===== config.mk =====
export PLATFORM = sky130hd
export DESIGN_NAME = decode_queue_stage
export DESIGN_NICKNAME = d
export VERILOG_FILES = /design/src/rtl/dec_pkg.sv /design/src/rtl/imm_gen.sv /design/src/rtl/decode_queue_stage.sv
export SDC_FILE = /design/constraint.sdc
export NUM_CORES = 1
export LEC_CHECK = 0
export ABC_CLOCK_PERIOD_IN_PS = 3790
export BUFFER_PORTS_ARGS = -buffer_cell sky130_fd_sc_hd__buf_2
export CAP_MARGIN = 15
export CORE_AREA = 4 4 247 249
export CTS_CLUSTER_DIAMETER = 100
export DETAILED_ROUTE_END_ITERATION = 6
export DIE_AREA = 0 0 251 253
export GPL_ROUTABILITY_DRIVEN = 0
export GPL_TIMING_DRIVEN = 0
export PLACE_DENSITY = 0.48
export REMOVE_ABC_BUFFERS = 1
export SYNTH_ARGS = -nofsm -noshare
export SYNTH_HDL_FRONTEND = slang
export SYNTH_HIERARCHICAL = 1
export SYNTH_SLANG_ARGS = --single-unit

===== constraint.sdc =====
create_clock -name clk -period 3.79 [get_ports clk]
set_input_delay 0.758 -clock clk [delete_from_list [all_inputs] [get_ports clk]]
set_output_delay 0.758 -clock clk [all_outputs]
set_load 0.02 [all_outputs]

===== src/rtl/dec_pkg.sv =====
// Shared decode definitions: RV32I opcode constants, immediate selector and field split.
package dec_pkg;

    localparam logic [6:0] OP_LOAD   = 7'b0000011;
    localparam logic [6:0] OP_IMM    = 7'b0010011;
    localparam logic [6:0] OP_JALR   = 7'b1100111;
    localparam logic [6:0] OP_STORE  = 7'b0100011;
    localparam logic [6:0] OP_BRANCH = 7'b1100011;
    localparam logic [6:0] OP_LUI    = 7'b0110111;
    localparam logic [6:0] OP_AUIPC  = 7'b0010111;
    localparam logic [6:0] OP_JAL    = 7'b1101111;
    localparam logic [6:0] OP_REG    = 7'b0110011;
    localparam logic [6:0] OP_SYSTEM = 7'b1110011;

    typedef enum logic [2:0] {
        IMM_NONE, IMM_I, IMM_S, IMM_B, IMM_U, IMM_J, IMM_Z
    } imm_sel_e;

    typedef struct packed {
        logic [6:0] opcode;
        logic [2:0] func3;
        logic [1:0] func7;
        logic [4:0] rs1_index;
        logic [4:0] rs2_index;
        logic [4:0] rd_index;
    } fields_t;

    function automatic fields_t split_fields(input logic [31:0] inst);
        fields_t f;
        f.opcode    = inst[6:0];
        f.func3     = inst[14:12];
        f.func7     = {inst[30], inst[25]};
        f.rs1_index = inst[19:15];
        f.rs2_index = inst[24:20];
        f.rd_index  = inst[11:7];
        return f;
    endfunction

endpackage


===== src/rtl/imm_gen.sv =====
// Combinational immediate generator and legality check for one instruction word.
// Optional macro CSR_DEC_EN makes SYSTEM legal with a zero-extended rs1-field immediate.
module imm_gen
    import dec_pkg::*;
#(
    parameter int XLEN = 32
) (
    input  logic [31:0]            inst,
    output logic signed [XLEN-1:0] imm,
    output imm_sel_e               imm_sel,
    output logic                   illegal
);

    logic signed [31:0] imm32;

    always_comb begin
        imm_sel = IMM_NONE;
        illegal = 1'b0;
        case (inst[6:0])
            OP_LOAD, OP_IMM, OP_JALR: imm_sel = IMM_I;
            OP_STORE:                 imm_sel = IMM_S;
            OP_BRANCH:                imm_sel = IMM_B;
            OP_LUI, OP_AUIPC:         imm_sel = IMM_U;
            OP_JAL:                   imm_sel = IMM_J;
            OP_REG:                   imm_sel = IMM_NONE;
            OP_SYSTEM: begin
`ifdef CSR_DEC_EN
                imm_sel = IMM_Z;
`else
                illegal = 1'b1;
`endif
            end
            default:                  illegal = 1'b1;
        endcase
        if (inst[1:0] != 2'b11) illegal = 1'b1;
    end

    // Every format keeps inst[31] as its top bit, so a signed size cast does the extension.
    always_comb begin
        case (imm_sel)
            IMM_I:   imm32 = 32'($signed(inst[31:20]));
            IMM_S:   imm32 = 32'($signed({inst[31:25], inst[11:7]}));
            IMM_B:   imm32 = 32'($signed({inst[31], inst[7], inst[30:25], inst[11:8], 1'b0}));
            IMM_U:   imm32 = $signed({inst[31:12], 12'b0});
            IMM_J:   imm32 = 32'($signed({inst[31], inst[19:12], inst[20], inst[30:21], 1'b0}));
            IMM_Z:   imm32 = $signed({27'b0, inst[19:15]});
            default: imm32 = '0;
        endcase
        imm = XLEN'(imm32);
    end

endmodule


===== src/rtl/decode_queue_stage.sv =====
// Buffered decode stage: DEPTH-entry fetch FIFO feeding a registered decode output with flush.
// Optional macro CSR_DEC_EN adds csr_addr/csr_r_pos outputs and accepts SYSTEM opcodes.
module decode_queue_stage
    import dec_pkg::*;
#(
    parameter int XLEN  = 32,
    parameter int PC_W  = 32,
    parameter int DEPTH = 4
) (
    input  logic                   clk,
    input  logic                   rst,
    input  logic                   flush,
    input  logic                   in_valid,
    output logic                   in_ready,
    input  logic [31:0]            in_inst,
    input  logic [PC_W-1:0]        in_pc,
    output logic                   out_valid,
    input  logic                   out_ready,
    output logic [PC_W-1:0]        out_pc,
    output logic [6:0]             opcode,
    output logic [2:0]             func3,
    output logic [1:0]             func7,
    output logic [4:0]             rs1_index,
    output logic [4:0]             rs2_index,
    output logic [4:0]             rd_index,
    output logic [XLEN-1:0]        imm,
    output logic                   illegal,
`ifdef CSR_DEC_EN
    output logic [11:0]            csr_addr,
    output logic                   csr_r_pos,
`endif
    output logic [$clog2(DEPTH):0] count
);

    localparam int PTR_W = $clog2(DEPTH);
    localparam int CNT_W = PTR_W + 1;

    logic [31:0]      inst_mem [DEPTH];
    logic [PC_W-1:0]  pc_mem   [DEPTH];
    logic [PTR_W-1:0] wr_ptr, rd_ptr;
    logic [CNT_W-1:0] cnt;
    logic             push, load;

    logic [31:0]            head_inst;
    logic signed [XLEN-1:0] head_imm;
    imm_sel_e               head_sel;
    logic                   head_ill;

    logic                   vld_p1;
    fields_t                fld_p1;
    logic [PC_W-1:0]        pc_p1;
    logic signed [XLEN-1:0] imm_p1;
    logic                   ill_p1;
`ifdef CSR_DEC_EN
    logic [11:0]            csr_addr_p1;
    logic                   csr_r_pos_p1;
`endif

    // in_ready looks only at occupancy, so a same-cycle pop frees a slot one cycle later.
    assign in_ready  = !rst && (cnt < CNT_W'(DEPTH));
    assign push      = in_valid && in_ready && !flush;
    assign load      = (!vld_p1 || out_ready) && (cnt != '0) && !flush;
    assign head_inst = inst_mem[rd_ptr];

    imm_gen #(.XLEN(XLEN)) u_imm_gen (
        .inst    (head_inst),
        .imm     (head_imm),
        .imm_sel (head_sel),
        .illegal (head_ill)
    );

    // Stage 0: FIFO storage and pointers
    always_ff @(posedge clk) begin
        if (push) begin
            inst_mem[wr_ptr] <= in_inst;
            pc_mem[wr_ptr]   <= in_pc;
        end
    end

    always_ff @(posedge clk) begin
        if (rst || flush) begin
            wr_ptr <= '0;
            rd_ptr <= '0;
            cnt    <= '0;
        end else begin
            if (push) wr_ptr <= wr_ptr + 1'b1;
            if (load) rd_ptr <= rd_ptr + 1'b1;
            cnt <= cnt + CNT_W'(push) - CNT_W'(load);
        end
    end

    // Stage 1: decoded output register
    always_ff @(posedge clk) begin
        if (rst) begin
            vld_p1       <= 1'b0;
            fld_p1       <= '0;
            pc_p1        <= '0;
            imm_p1       <= '0;
            ill_p1       <= 1'b0;
`ifdef CSR_DEC_EN
            csr_addr_p1  <= '0;
            csr_r_pos_p1 <= 1'b0;
`endif
        end else if (flush) begin
            vld_p1 <= 1'b0;
        end else if (load) begin
            vld_p1       <= 1'b1;
            fld_p1       <= split_fields(head_inst);
            pc_p1        <= pc_mem[rd_ptr];
            imm_p1       <= (head_sel == IMM_NONE) ? '0 : head_imm;
            ill_p1       <= head_ill;
`ifdef CSR_DEC_EN
            csr_addr_p1  <= head_inst[31:20];
            csr_r_pos_p1 <= head_inst[27];
`endif
        end else if (out_ready) begin
            vld_p1 <= 1'b0;
        end
    end

    assign out_valid = vld_p1;
    assign out_pc    = pc_p1;
    assign opcode    = fld_p1.opcode;
    assign func3     = fld_p1.func3;
    assign func7     = fld_p1.func7;
    assign rs1_index = fld_p1.rs1_index;
    assign rs2_index = fld_p1.rs2_index;
    assign rd_index  = fld_p1.rd_index;
    assign imm       = imm_p1;
    assign illegal   = ill_p1;
    assign count     = cnt;
`ifdef CSR_DEC_EN
    assign csr_addr  = csr_addr_p1;
    assign csr_r_pos = csr_r_pos_p1;
`endif

endmodule

After elaboration in Yosys (flattened, before gate mapping):

Memories as Yosys holds them, arrays and structs flattened. A register that Yosys moved wholly into a read port is not among the register bits.
Index checks and enable logic that the tools add are counted.

* logic and storage cells: 65
* RAM bits: 256
* input bits: 69
* register bits: 68
* memories kept: 2
* output and inout port bits: 97

* reductions and logical operators: 18
* bitwise logic cells: 1
* muxes and demuxes: 11
* equality and inequality tests: 16
* add/sub/neg operators: 4
* order comparisons: 1

Memories
* inst_mem: words 4, bits a word 32, read ports 1, clocked after Yosys merged registers in 1, wr ports 1, line decode_queue_stage.sv:38 `logic [31:0] inst_mem [DEPTH];`
* pc_mem: words 4, bits a word 32, read ports 1, clocked after Yosys merged registers in 1, wr ports 1, line decode_queue_stage.sv:39 `logic [PC_W-1:0] pc_mem [DEPTH];`

Operators with widths (count)
* $pmux W32 S6: 1
* $mux W32: 1
* $eq A7 B6 Y1 const B: 3
* $eq A7 B7 Y1 const B: 3
* $pmux W3 S5: 1
* $eq A7 B5 Y1 const B: 2
* $eq A3 B3 Y1 const B: 3
* $reduce_or A9 Y1: 1
* $eq A7 B2 Y1 const B: 1
* $eq A3 B2 Y1 const B: 2
* $mux W1: 6
* $logic_and A1 B1 Y1: 5
* $add A2 B1 Y2 const B: 2
* $mux W2: 2
* $reduce_or A2 Y1: 2
* $add A3 B1 Y3: 1
* $eq A3 B1 Y1 const B: 1
* $logic_not A1 Y1: 3
* $logic_not A3 Y1: 1
* $lt A3 B3 Y1 const B: 1
* $reduce_bool A3 Y1: 1
* $reduce_or A3 Y1: 1
* $sub A3 B1 Y3: 1
* $logic_or A1 B1 Y1: 2
* 4 further kinds: 4

Longest topological paths before layout:

* depth after elaboration: 6
* depth in mapped cells: 12
* mapped depth without buffers: 10

Cells and area by module:

Netlist, hierarchy kept.

Modules (own cells, without submodules)
* decode_queue_stage: times used 1, cells an instance 864, area an instance 14004.7 um^2, sequential area each 9729.3 um^2
* imm_gen: times used 1, cells an instance 77, area an instance 565.5 um^2, sequential area each 0.0 um^2

Worst setup path before layout:

No wires, ideal clock.

* kind: input to register
* start point: input port flush
* end point: memory inst_mem[0][0], enable pin
* path buffers: 2
* stages on the path: 4
* setup slack: 0.431 ns
* library setup time: 0.429 ns
* arrival: 2.930 ns
* data required time: 3.361 ns
* cell sequence: buf_2 > buf_2 > nor2_1 > and3_1

* cells in the longest elaborated chain, start to end: 4

RTL lines
* start, declared: line decode_queue_stage.sv:12 `input logic flush,`
* $logic_not A1 Y1: line decode_queue_stage.sv:61 `assign push = in_valid && in_ready && !flush;`
* $logic_and A1 B1 Y1: line decode_queue_stage.sv:61
* $mux W1: line decode_queue_stage.sv:74 `if (push) begin`
* $mux W1 (not written as such): line decode_queue_stage.sv:75 `inst_mem[wr_ptr] <= in_inst;`
* end, declared: line decode_queue_stage.sv:38

Every way passes these cells.

==> flow_summary.yaml <==
sta:
  finalCriticalPeriod_ps: 3543
  finalMaxSlewViolations: 0
  skew_ps: 9.663
  maxSlewHeadroom_pct: 37.36
  fmax_mhz: 282.3
  finalHoldViolCount: 0
  setup_viol_count_final: 0
  rsz0062_at_grt: "false"
  fin_hold_ws_ps: 424.5
  post-route-period-util_pct: 93.48
  setup_ws_ps: 247.2
  worst_slew_pin_slew_ps: 939.0
global_routing:
  grt_antenna_before_repair: 5
  grt_overflow_total: 0
  grt_pass1_wl_mm: 62.64
  grt_usage_pct: 12.99
  grt_pass1_vias: 9456
  grt_max_degree: 59
cells_and_area:
  postLayoutCellArea_sq_um: 17810
  drive_gt1_share_pct: 28.88
  final_common_cell: "edfxtp_1"
  nets: 1160
  final_cell_mix: "edfxtp_1, buf_2, dfxtp_1"
  area_growth_pct: 22.22
  fillers: 5821
critical_path:
  cp_data_required_time_ps: 4270
  worstPathMaxFanout: 19
  slowest_delay_ps: 830
  reg2reg_slack_ps: 250
  critical_path_class: "reg2reg"
  endpoint_kind: "register"
  critPathLaunchType: "register"
  crit_buf_inv: 1
  slowest_stage: "o21bai_2"
  worstPathArrival_ps: 4020
  path_cells: "buf_16 -> mux4_1 -> and3_2 -> nand2_1 -> o21bai_2 -> o31a_1 -> nand4_1 -> a21oi_1"
  crit_family: "compound AO/OA/AOI/OAI gates"
power:
  power_density_nw_per_um2: 490.3
  irDropWorstVdd_uv: 236.7
  comb_power_share_pct: 5.7
  p_switching_mw: 1.950
  p_int_mw: 6.781
  p_clk_share_pct: 45.4
  p_leak_nw: 6.109
  p_seq_share_pct: 49.0
  swShare_pct: 22.33
routing:
  wl_per_cell_microns: 22.32
  dr.pass1.iters: 5
  finalWirelength_mm: 42.19
  first_iter_violations: 548
  vias: 9045
  drtAntennaViolNets: 0
  via_per_inst: 4.786
  drc: 0
cts:
  ctsHoldBuffers: 0
  cts-buffers-inserted: 41
  path_clk_slew_ps: 60
  cts-htree-levels: 2
  clk_latency_ps: 550
  cts_tree: "yes"
  clock_sinks: 358
  cts_root_buf: "clkbuf_16"
  clockBufferDepth: 3
run:
  cap_violations: 0
hold_path:
  worstHoldPathType: "in2reg"
synth:
  synthAdderAreaFrac_pct: 0.6526
  synth_top_family_by_area: "multiplexers"
  synth-compound-area-share_pct: 10.77
  synth_area_sq_um: 14570
  synthXorXnorAreaFrac_pct: 0.1803
  synthArstFlopShare_pct: 0
  synth_mux_area_share_pct: 10.82
  ys_seq_area_share_pct: 66.78
  synth_ff_type: "edfxtp_1"
  ys_ff_latch: 358
  syn_inst: 941
  avgSynthCellArea_sq_um: 15.48
  synth-simple-area-share_pct: 6.252
  synth_warnings: 6
  synth_cell_types: 51
  synth_edf_count: 256
place:
  dp_slack_ps: -788.1
  dpl-instance-area_sq_um: 16420
  hpwl_mm: 25.55
  portBuffers: 165
status:
  status: "finished clean"
floorplan:
  start_util_pct: 24.83
  rows: 89
  dieArea_sq_um: 63500
  die_height_microns: 253
  fp.dieW_microns: 251
  ios: 166
  core_area_sq_um: 58690
## cell families (layout without fill, tap and decap cells)
group / count (synthesis) / after routing
buffers and inverters: 128 / 301
other: 0 / 2
adder cells (fa/ha/maj): 7 / 7
XOR/XNOR: 3 / 3
AO/OA/AOI/OAI: 228 / 229
flip-flops: 358 / 358
AND/OR/NAND/NOR: 150 / 150
multiplexers: 67 / 67
## synth_stat cells (3+ instances only)
cell / n / area [sq um]
nor2_1: 8 / 30.03
buf_4: 11 / 82.58
nand4_1: 66 / 412.9
clkinv_1: 13 / 48.80
a22o_1: 4 / 35.03
buf_2: 27 / 135.1
nand2b_1: 3 / 18.77
mux4_1: 28 / 735.7
nand3_1: 3 / 15.01
xnor2_1: 3 / 26.28
and2_1: 9 / 56.30
a21o_1: 13 / 97.59
buf_6: 13 / 146.4
o31a_1: 32 / 280.3
and3_1: 6 / 37.54
dfxtp_1: 102 / 2042
a31o_2: 8 / 70.07
o31ai_1: 66 / 495.5
inv_1: 24 / 90.09
ha_1: 6 / 75.07
nor2b_1: 3 / 18.77
clkbuf_1: 35 / 131.4
mux4_2: 36 / 810.8
o22ai_1: 27 / 168.9
mux2i_1: 3 / 30.03
nand2_1: 36 / 135.1
edfxtp_1: 256 / 7687
nor3_4: 3 / 48.80
a21oi_1: 69 / 345.3
buf_1: 4 / 15.01
## metrics by stage
step           setup TNS, ps  std cells  total power, mW  utilization [%]
3_3_place_gp         -886340       1788            4.796            26.99
6_report                   0       1890            8.731            30.35
2_1_floorplan         -34790        850            4.571                -
5_1_grt                    0       1888            9.054            30.34
3_5_place_dp          -22600       1810            4.859            27.97
4_1_cts                    0       1887            8.874            30.31
## path summary, 6_finish.rpt
| kind | cells past startpoint | end | start |
|---|---|---|---|
| min | 1 | pc_mem[0][27]$_DFFE_PP_ | in_pc[27] |
| max reg2reg | 8 | imm[21]$_SDFFE_PP0P_ | register |
| min reg2reg | 2 | imm[12]$_SDFFE_PP0P_ | imm[12]$_SDFFE_PP0P_ |
| max | 8 | imm[21]$_SDFFE_PP0P_ | register |
## routing by layer
layer  up-vias  wire length [microns]  track usage (%)  part of all wire (%)
met4         2                    976            3.630                   2.3
li1       4090                      -                -                     -
met1      4660                  19030            17.24                    45
met2       229                  19740            21.22                    47
met5         -                     20                0                 0.047
met3        64                   2422            3.307                   5.7
## flip-flops by register name, indices dropped and copies added, names as in the netlist, named ones only
signal	flops
out_pc	32
illegal	1
func7	2
func3	3
inst_mem	128
count	3
wr_ptr	2
rd_index	5
out_valid	1
rd_ptr	2
rs1_index	5
rs2_index	5
imm	32
pc_mem	128
opcode	7
## power by group through the flow
stage                     registers [mW]  logic [mW]  clock network [mW]
after floorplan                     4.39       0.183                   0
after global placement              4.37       0.429                   0
after detailed placement            4.36       0.500                   0
after CTS                           4.27       0.503                4.10
after global routing                4.28       0.537                4.24
final                               4.27       0.497                3.96
## worst reg2reg max path, stage by stage, from the launching register on
cell and delay [ps]:
dfxtp_2 670, buf_16 240, mux4_1 490, and3_2 440
nand2_1 290, o21bai_2 830, o31a_1 230, nand4_1 120
a21oi_1 160
## layout make-up
type / count / area [sq um] / share of cell area, %
antenna: 2 / 5.005 / 0.02810
clock buffer: 56 / 1125 / 6.316
clock inverter: 18 / 209.0 / 1.173
inverter: 37 / 140.1 / 0.7869
multi-input combinational: 456 / 4257 / 23.90
sequential: 358 / 9737 / 54.68
tap: 773 / 967.2 / 5.431
timing repair buffer: 190 / 1369 / 7.686
## what timing repair did
| action | CTS | global route |
|---|---|---|
| setup endpoints to repair | 32 | 32 |
| buffers inserted | 3 | 0 |
| pin swaps | 1 | 1 |
| gates resized for setup | 4 | 2 |
| gates cloned | 0 | 1 |
Note: power is estimated with default switching activity, not from simulation.
